==> src/rtl/led_scan_driver_pkg.sv <==
// Shared types and constants for the LED scan stage.
//   LED_OUT_WIDTH  : segment code width per digit
//   LED_NUM_DIGITS : digits carried by LED_OutArray
//   LED_SCAN_DIV   : default clocks per digit slot
//   LED_SCAN_BLANK : default dark clocks at the start of each slot
//   scan_state_e   : scan FSM states
//   width_of()     : counter width for a modulus, never below 1
package led_scan_driver_pkg;

   localparam int LED_OUT_WIDTH  = 8;
   localparam int LED_NUM_DIGITS = 8;
   localparam int LED_SCAN_DIV   = 50000;
   localparam int LED_SCAN_BLANK = 1000;

   typedef logic [LED_NUM_DIGITS*LED_OUT_WIDTH-1:0] led_out_array_t;

   typedef enum logic [1:0] {
      IDLE  = 2'd0,
      BLANK = 2'd1,
      LIT   = 2'd2
   } scan_state_e;

   function automatic int width_of(input int n);
      return (n > 1) ? $clog2(n) : 1;
   endfunction

endpackage

==> src/rtl/led_scan_driver_timer.sv <==
// Slot counter for the LED scan stage. Counts 0..SCAN_DIV-1 once per digit slot.
//   clk, rst        : clock, async active-low reset
//   clr             : force the counter to 0 on the next edge (takes priority)
//   inc             : advance the counter, wrapping at SCAN_DIV-1
//   slot_cnt        : current count
//   slot_cnt_nxt    : value the counter takes on the next edge
//   tc              : current count is SCAN_DIV-1 (last cycle of the slot)
//   blank_end       : current count is BLANK_CYCLES-1 (never set when BLANK_CYCLES is 0)
module led_scan_driver_timer #(
   parameter int SCAN_DIV     = 8,
   parameter int BLANK_CYCLES = 2,
   parameter int CW           = 3
) (
   input  logic          clk,
   input  logic          rst,
   input  logic          clr,
   input  logic          inc,
   output logic [CW-1:0] slot_cnt,
   output logic [CW-1:0] slot_cnt_nxt,
   output logic          tc,
   output logic          blank_end
);

   logic [CW-1:0] slot_cnt_q;
   logic [CW-1:0] slot_cnt_d;

   assign tc        = (slot_cnt_q == CW'(SCAN_DIV - 1));
   assign blank_end = (BLANK_CYCLES != 0) && (slot_cnt_q == CW'(BLANK_CYCLES - 1));

   always_comb begin
      slot_cnt_d = slot_cnt_q;
      if (clr) begin
         slot_cnt_d = '0;
      end else if (inc) begin
         slot_cnt_d = tc ? '0 : slot_cnt_q + CW'(1);
      end
   end

   always_ff @(posedge clk or negedge rst) begin
      if (!rst) begin
         slot_cnt_q <= '0;
      end else begin
         slot_cnt_q <= slot_cnt_d;
      end
   end

   assign slot_cnt     = slot_cnt_q;
   assign slot_cnt_nxt = slot_cnt_d;

endmodule

==> src/rtl/led_scan_driver.sv <==
// Time-multiplexed 7-segment scan stage. Shows one digit of segArray per slot
// of SCAN_DIV clocks, the first BLANK_CYCLES of each slot dark to avoid ghosting,
// and pulses frameTick on the last cycle of the final digit's slot.
//   clk        : system clock
//   rst        : async active-low reset
//   enable     : scan enable, low forces the display dark and restarts the scan
//   segArray   : NUM_DIGITS segment codes, digit i at [i*LED_OUT_WIDTH +: LED_OUT_WIDTH]
//   brightness : duty level 0..7, present only when LED_SCAN_DIM_EN is defined
//   segOut     : segment pins (inverted when SEG_ACTIVE_LOW)
//   digitSel   : one-hot digit pins (inverted when DIG_ACTIVE_LOW)
//   frameTick  : one-cycle pulse at end of frame
// Optional macro LED_SCAN_DIM_EN: brightness-controlled duty within the lit part.
//
// state | meaning
// IDLE  | display dark, waiting for enable
// BLANK | start of a slot, display dark, code for this digit latched at the end
// LIT   | latched code driven on the selected digit until the slot ends
module led_scan_driver
   import led_scan_driver_pkg::*;
#(
   parameter int NUM_DIGITS     = LED_NUM_DIGITS,
   parameter int SCAN_DIV       = LED_SCAN_DIV,
   parameter int BLANK_CYCLES   = LED_SCAN_BLANK,
   parameter bit SEG_ACTIVE_LOW = 1'b1,
   parameter bit DIG_ACTIVE_LOW = 1'b1
) (
   input  logic                                clk,
   input  logic                                rst,
   input  logic                                enable,
   input  logic [NUM_DIGITS*LED_OUT_WIDTH-1:0] segArray,
`ifdef LED_SCAN_DIM_EN
   input  logic [2:0]                          brightness,
`endif
   output logic [LED_OUT_WIDTH-1:0]            segOut,
   output logic [NUM_DIGITS-1:0]               digitSel,
   output logic                                frameTick
);

   localparam int CW = width_of(SCAN_DIV);
   localparam int DW = width_of(NUM_DIGITS);
   localparam logic [LED_OUT_WIDTH-1:0] SEG_DARK = SEG_ACTIVE_LOW ? '1 : '0;
   localparam logic [NUM_DIGITS-1:0]    DIG_DARK = DIG_ACTIVE_LOW ? '1 : '0;

   scan_state_e              state_q, state_d;
   logic [DW-1:0]            digit_idx_q, digit_idx_d;
   logic [LED_OUT_WIDTH-1:0] code_q, code_d;
   logic [LED_OUT_WIDTH-1:0] seg_out_q, seg_out_d;
   logic [NUM_DIGITS-1:0]    digit_sel_q, digit_sel_d;
   logic                     frame_tick_q, frame_tick_d;

   logic                     latch;
   logic                     cnt_clr;
   logic                     cnt_inc;
   logic [CW-1:0]            slot_cnt;
   logic [CW-1:0]            slot_cnt_nxt;
   logic                     tc;
   logic                     blank_end;
   logic                     lit_on;

   led_scan_driver_timer #(
      .SCAN_DIV     (SCAN_DIV),
      .BLANK_CYCLES (BLANK_CYCLES),
      .CW           (CW)
   ) u_timer (
      .clk          (clk),
      .rst          (rst),
      .clr          (cnt_clr),
      .inc          (cnt_inc),
      .slot_cnt     (slot_cnt),
      .slot_cnt_nxt (slot_cnt_nxt),
      .tc           (tc),
      .blank_end    (blank_end)
   );

   always_ff @(posedge clk or negedge rst) begin
      if (!rst) begin
         state_q      <= IDLE;
         digit_idx_q  <= '0;
         code_q       <= '0;
         seg_out_q    <= SEG_DARK;
         digit_sel_q  <= DIG_DARK;
         frame_tick_q <= 1'b0;
      end else begin
         state_q      <= state_d;
         digit_idx_q  <= digit_idx_d;
         code_q       <= code_d;
         seg_out_q    <= seg_out_d;
         digit_sel_q  <= digit_sel_d;
         frame_tick_q <= frame_tick_d;
      end
   end

   // With no blanking the slot goes straight from one LIT to the next, latching
   // the new digit's code on the slot boundary.
   always_comb begin
      state_d     = state_q;
      digit_idx_d = digit_idx_q;
      latch       = 1'b0;
      cnt_clr     = 1'b0;
      cnt_inc     = 1'b0;
      if (!enable) begin
         state_d     = IDLE;
         digit_idx_d = '0;
         cnt_clr     = 1'b1;
      end else begin
         case (state_q)
            IDLE: begin
               digit_idx_d = '0;
               cnt_clr     = 1'b1;
               if (BLANK_CYCLES == 0) begin
                  state_d = LIT;
                  latch   = 1'b1;
               end else begin
                  state_d = BLANK;
               end
            end
            BLANK: begin
               cnt_inc = 1'b1;
               if (blank_end) begin
                  state_d = LIT;
                  latch   = 1'b1;
               end
            end
            LIT: begin
               cnt_inc = 1'b1;
               if (tc) begin
                  digit_idx_d = (digit_idx_q == DW'(NUM_DIGITS - 1)) ? '0 : digit_idx_q + DW'(1);
                  if (BLANK_CYCLES == 0) begin
                     latch = 1'b1;
                  end else begin
                     state_d = BLANK;
                  end
               end
            end
            default: begin
               state_d     = IDLE;
               digit_idx_d = '0;
               cnt_clr     = 1'b1;
            end
         endcase
      end
   end

   always_comb begin
      code_d = code_q;
      if (latch) begin
         code_d = segArray[digit_idx_d*LED_OUT_WIDTH +: LED_OUT_WIDTH];
      end
   end

`ifdef LED_SCAN_DIM_EN
   logic [2:0]  bright_q, bright_d;
   logic [31:0] lit_cnt;
   logic [31:0] lit_len;

   always_ff @(posedge clk or negedge rst) begin
      if (!rst) begin
         bright_q <= '0;
      end else begin
         bright_q <= bright_d;
      end
   end

   // Only meaningful while the next state is LIT, where slot_cnt_nxt >= BLANK_CYCLES.
   always_comb begin
      bright_d = latch ? brightness : bright_q;
      lit_cnt  = 32'(slot_cnt_nxt) - 32'(BLANK_CYCLES);
      lit_len  = ((32'(bright_d) + 32'd1) * 32'(SCAN_DIV - BLANK_CYCLES)) >> 3;
      lit_on   = (lit_cnt < lit_len);
   end
`else
   assign lit_on = 1'b1;
`endif

   // Output registers load the values that belong to the next state, so the pins
   // track the FSM with no extra cycle of lag.
   always_comb begin
      logic [LED_OUT_WIDTH-1:0] seg_raw;
      logic [NUM_DIGITS-1:0]    dig_raw;
      seg_raw = '0;
      dig_raw = '0;
      if ((state_d == LIT) && lit_on) begin
         seg_raw = code_d;
         dig_raw = {{(NUM_DIGITS-1){1'b0}}, 1'b1} << digit_idx_d;
      end
      seg_out_d    = SEG_ACTIVE_LOW ? ~seg_raw : seg_raw;
      digit_sel_d  = DIG_ACTIVE_LOW ? ~dig_raw : dig_raw;
      frame_tick_d = (state_d == LIT) && (slot_cnt_nxt == CW'(SCAN_DIV - 1)) &&
                     (digit_idx_d == DW'(NUM_DIGITS - 1));
   end

   assign segOut    = seg_out_q;
   assign digitSel  = digit_sel_q;
   assign frameTick = frame_tick_q;

   blank_range_a: assert property (@(posedge clk) disable iff (!rst) BLANK_CYCLES < SCAN_DIV);

endmodule
==> config.mk <==
export PLATFORM = sky130hd
export DESIGN_NAME = led_scan_driver
export DESIGN_NICKNAME = d
export VERILOG_FILES = /design/src/rtl/led_scan_driver_pkg.sv /design/src/rtl/led_scan_driver_timer.sv /design/src/rtl/led_scan_driver.sv
export SDC_FILE = /design/constraint.sdc
export NUM_CORES = 1
export LEC_CHECK = 0
export ABC_AREA = 1
export CAP_MARGIN = 10
export CORE_UTILIZATION = 40
export CTS_CLUSTER_SIZE = 30
export DETAILED_ROUTE_END_ITERATION = 10
export PLACE_DENSITY = 0.72
export SYNTH_ARGS = -nofsm -noshare
export SYNTH_HDL_FRONTEND = slang
export SYNTH_SLANG_ARGS = --single-unit
==> constraint.sdc <==
create_clock -name clk -period 1.9 [get_ports clk]
set_input_delay 0.38 -clock clk [delete_from_list [all_inputs] [get_ports clk]]
set_output_delay 0.38 -clock clk [all_outputs]
set_load 0.05 [all_outputs]
======== Yosys cells after proc, flatten, opt, wreduce, memory -nomap -nowiden ========
Cells that the tools add are included.
word-level totals
  flip-flop bits (word level) ............. 46
  logic and storage cells ................. 46
operators by class
  add/sub/neg operators ................... 2
  equality and inequality tests ........... 8
  shift-type cells ........................ 2
  mux-type cells .......................... 21
  bitwise logic cells ..................... 2
  reduce and logical (&&, ||, !) cells .... 4
operators with widths
  kind                                             number
  variable part select 64 x 7 -> 8 bit             1
  2-to-1 mux 16 bit                                3
  == test 16 bit, second input constant            2
  2-to-1 mux 8 bit                                 3
  adder 16 x 1 -> 16 bit, second input constant    1
  == test 16 x 10 -> 1 bit, second input constant  1
  inverter 8 bit                                   2
  2-to-1 mux 3 bit                                 3
  left shift 1 x 3 -> 8 bit, first input constant  1
  2-to-1 mux 1 bit                                 7
  == test 3 bit, second input constant             2
  2-to-1 mux 2 bit                                 3
  one-hot mux 2 bit (3 select lines)               1
  one-hot mux 3 bit (2 select lines)               1
  == test 2 bit, second input constant             2
  adder 3 x 1 -> 3 bit, second input constant      1
  == test 2 x 1 -> 1 bit, second input constant    1
  logical AND 1 bit                                2
  logical NOT 2 bit                                1
  OR reduction 2 bit                               1

======== Logic depth before layout (Yosys ltp) ========
  depth after elaboration ................. 9
  mapped depth ............................ 17
  mapped depth without buffers ............ 16

======== By module ========
A second synthesis with hierarchy kept.
second synthesis, totals
  cell total of the unflattened synthesis .. 489
  area, all modules ....................... 3,236.9 sq um
by module, submodules not included
  module                 times used  cells each  area each (sq um)
  led_scan_driver        1           357         2,288.4
  led_scan_driver_timer  1           132         948.4

======== Worst setup path before layout ========
Ideal clock, no wire load.
  path type ............................... register -> register
  from .................................... reg u_timer.slot_cnt_q[0], in the netlist u_timer.slot_cnt[0]
  to ...................................... reg code_q[6]
  arrival ................................. 1.844 ns
  required time ........................... 1.781 ns
  slack ................................... -0.063 ns
  cell stages (with the launch flop) ...... 15
  clock period less this slack ............ 1.963 ns
  cells stage by stage .................... dfrtp_1 > ha_1 > nand3_1 > nor2_4 > nand3_1 > nand2_1 > nand2_2 > nand2_4 > buf_6 > nand2_1 > o21ai_1 > nand2_1 > nand3_1 > nand3_1 > and2_1
on the way
  word-level cells in the longest chain between the ends .. 6
  elaborated cells between the ends (all ways) .. 10
RTL lines
  item                                  line                         RTL
  start, declared                       led_scan_driver_timer.sv:24  logic [CW-1:0] slot_cnt_q;
  start signal, assigned                led_scan_driver_timer.sv:43  slot_cnt_q <= slot_cnt_d;
  == test 16 bit                        led_scan_driver_timer.sv:27  assign tc = (slot_cnt_q == CW'(SCAN_DIV - 1));
  2-to-1 mux 3 bit                      led_scan_driver.sv:126       if (tc) begin
  one-hot mux 3 bit (2 select lines)    led_scan_driver.sv:106       case (state_q)
  2-to-1 mux 3 bit                      led_scan_driver.sv:101       if (!enable) begin
  variable part select 64 x 7 -> 8 bit  led_scan_driver.sv:147       code_d = segArray[digit_idx_d*LED_OUT_WIDTH +: LED_OUT_WIDTH];
  2-to-1 mux 8 bit *                    led_scan_driver.sv:146       if (latch) begin
  net code_d[6]                         led_scan_driver.sv:46        logic [LED_OUT_WIDTH-1:0] code_q, code_d;
  end signal, assigned                  led_scan_driver.sv:86        code_q <= code_d;
  end, declared                         led_scan_driver.sv:46
The timed path passes the listed nets; every way through them passes the cells marked *.

======== Worst setup path in the final report ========
  from .................................... reg u_timer.slot_cnt_q[1], in the netlist u_timer.slot_cnt[1]
  to ...................................... reg code_q[3]
The elaborated chain is that of the path after synthesis.

==> reports/qor.yml <==
ys_ff_latch: 46
area_delta_synth_final_pct: 64.7
grt_pass1_vias: 3446
cpMaxStageDelayCell: "dfrtp_1"
ys_seq_area_share_pct: 37.5
status: "complete, but fails checks"
critPathLaunchType: "flip-flop"
ys.flop_type: "dfrtp_1"
route.detailed.drc: 0
routed_via_density: 4.92
relSlewSlack_pct: 67.5
crit_path_frequent_cell: "nand3_2"
path_class: "flip-flop to flip-flop"
core_um2: 7410
n_antenna_cell: 0
syn_area_per_cell_um2: 6.98
max_freq_mhz: 448
vias: 3510
clockBufferDepth: 2
yosysWarnings: 0
synthCells: 447
cts_htree_levels: 2
crit_chain: "ha_4 -> nand3_4 -> nor2_4 -> nand2_4 -> a21oi_4 -> nand2_8 -> clkbuf_16 -> o21ai_2 -> nand2_1 -> nand3_2 -> nand3_2 -> and2_4"
reg2reg_depth: 12
slowest_delay_ns: 0.42
dp.final_hpwl_um: 7150
syn-cell-area_um2: 3120
rsz0062_at_grt: "true"
cts_sinks: 46
leakage_nw: 2.59
numCtsBuffers: 5
reg2reg_slack_ns: -0.33
ioPinCount: 84
hold_path_class: "input port to asynchronous set/reset pin"
postPlaceCellArea_um2: 4510
slew_viol_final: 0
cp_max_fo: 7
grt_overflow_total: 0
async_reset_ff_share_pct: 100
period_minus_slack_ns: 2.23
irDropWorstVdd_uv: 301
die_width_um: 90.3
die_area_um2: 8160
worstPathArrival_ns: 2.44
whs_ns: 0.0195
drive_above_1_share_pct: 37.6
violations: "negative setup slack"
clock_skew_ns: 0.00266
cts_tree: "built"
worstMarginPinSlew_ns: 0.488
routabilityCongestion: 0.888
cts_root_buf: "clkbuf_8"
layout_commonest_cell: "nand2_1"
worstPathRequired_ns: 2.11
max-cap-violations: 0
num-fill-cells: 572
cts.reportedPaths.clkPinSlew_ns: 0.10
clock_latency_ns: 0.31
grt.total_usage_pct: 23.2
drtIter0Drc: 199
synth_fp_nets: 521
cellPowerDensity_nw_per_um2: 389
grt_max_degree: 30
first_pass_iters: 4
setup_viol: 25
hold_viol: 0
reg2reg_to: "code_q[3]"
setup_ws_ns: -0.333
final_cell_mix: "nand2_1 (117), buf_4 (84), inv_1 (71), clkdlybuf4s50_1 (65)"
min_period_over_period_pct: 118
initial_core_util_pct: 42.1
final_area_um2: 5140
synth_edf_count: 0
hold_buffers: 0
dieHeight_um: 90.3
grt_pass1_wl_um: 15200
io_buffers: 83
wirelength_um: 9950
num_rows: 31
antenna_found_initial: 0
wl_per_cell_um: 13.9
drt.antenna.violating_nets: 0
rr_startpoint: "u_timer.slot_cnt[1]"
end_kind: "flip-flop"
fin_nets: 688
synth.distinct_cells: 33
where the power goes:
group / leakage, nW / internal [mW] / switching, mW / total [mW]
Sequential: 0.574 / 0.993 / 0.00504 / 0.998
Combinational: 1.97 / 0.205 / 0.141 / 0.346
Clock: 0.0467 / 0.273 / 0.386 / 0.659
Total: 2.59 / 1.47 / 0.531 / 2.00
critical path, delay by kind of cell, from the launching register on:
kind            cells  cell delay [ns]
fa+ha+maj           1             0.18
buf+inv             1             0.20
compound gates      2             0.42
flops               1             0.42
simple gates        8             0.93
cell usage after synthesis (2+ instances only):
| library cell | instances | area share [%] |
|---|---|---|
| a21oi_1 | 4 | 0.64 |
| and2_1 | 7 | 1.4 |
| buf_2 | 3 | 0.48 |
| buf_6 | 6 | 2.2 |
| clkinv_1 | 3 | 0.36 |
| dfrtp_1 | 30 | 24 |
| dfstp_2 | 16 | 13 |
| ha_1 | 7 | 2.8 |
| inv_1 | 74 | 8.9 |
| inv_2 | 2 | 0.24 |
| nand2_1 | 127 | 15 |
| nand2_2 | 4 | 0.80 |
| nand2_4 | 3 | 1.1 |
| nand3_1 | 53 | 8.5 |
| nand3b_1 | 4 | 0.96 |
| nand4_1 | 6 | 1.2 |
| nor2_1 | 38 | 4.6 |
| nor2_4 | 4 | 1.4 |
| o21ai_0 | 2 | 0.32 |
| o21ai_1 | 22 | 3.5 |
| o21ai_2 | 7 | 2.0 |
| or2_2 | 12 | 2.4 |
| xor2_1 | 3 | 0.84 |
per-stage QoR:
stage	util (%)	TNS, ns	total power, mW	cells	setup WS [ns]
finish	69.4	-4.09	2.00	714	-0.333
global route	69.4	-6.57	2.09	714	-0.415
detailed placement	60.9	-4.71	1.32	690	-0.321
global placement	60.9	-3.99	1.32	690	-0.325
CTS	64.8	-1.43	1.99	706	-0.165
floorplan	-	0	1.11	447	0.00580
registers in the layout, summed over array words and instances (netlist names):
signal,count
code_q,8
digitSel,8
digit_idx_q,3
frameTick,1
segOut,8
state_q,2
u_timer.slot_cnt,16
worst max-delay path by stage:
stage,startpoint,endpoint
2_1_floorplan,u_timer.slot_cnt[0],code_q[6]
3_3_place_gp,enable,frameTick
3_5_place_dp,enable,frameTick
4_1_cts,u_timer.slot_cnt[12],code_q[2]
5_1_grt,digit_idx_q[1],code_q[3]
6_report,u_timer.slot_cnt[1],code_q[3]
logic make-up after synthesis:
logic type / share of synthesized area, %
simple gates: 38.2
compound gates: 7.70
buf+inv: 12.7
fa+ha+maj: 2.81
xor+xnor: 1.12
flops: 37.5
area by class of cell:
cell class	count	area (um^2)	area share, %
well taps	99	124	2.41
repair buffers	168	1560	30.3
repair inverters	1	8.76	0.170
multi-input cells	312	1870	36.3
clock inverters	3	27.5	0.535
flip-flops and latches	46	1170	22.8
clock buffers	5	68.8	1.34
inverters	80	315	6.13
metal layers:
| layer | vias up | track usage (%) | routed length (um) |
|---|---|---|---|
| met2 | 136 | 42.9 | 5310 |
| met4 | 0 | 7.12 | 223 |
| met1 | 1634 | 26.8 | 3920 |
| li1 | 1714 | - | - |
| met5 | - | 0 | 0 |
| met3 | 26 | 4.46 | 495 |
timing repair:
item,in CTS,in global routing
gates cloned,1,4
setup endpoints to repair,25,29
setup buffers,7,4
pin swaps,8,21
resized for setup,29,62
No activity file was read; power rests on OpenSTA's default activity.
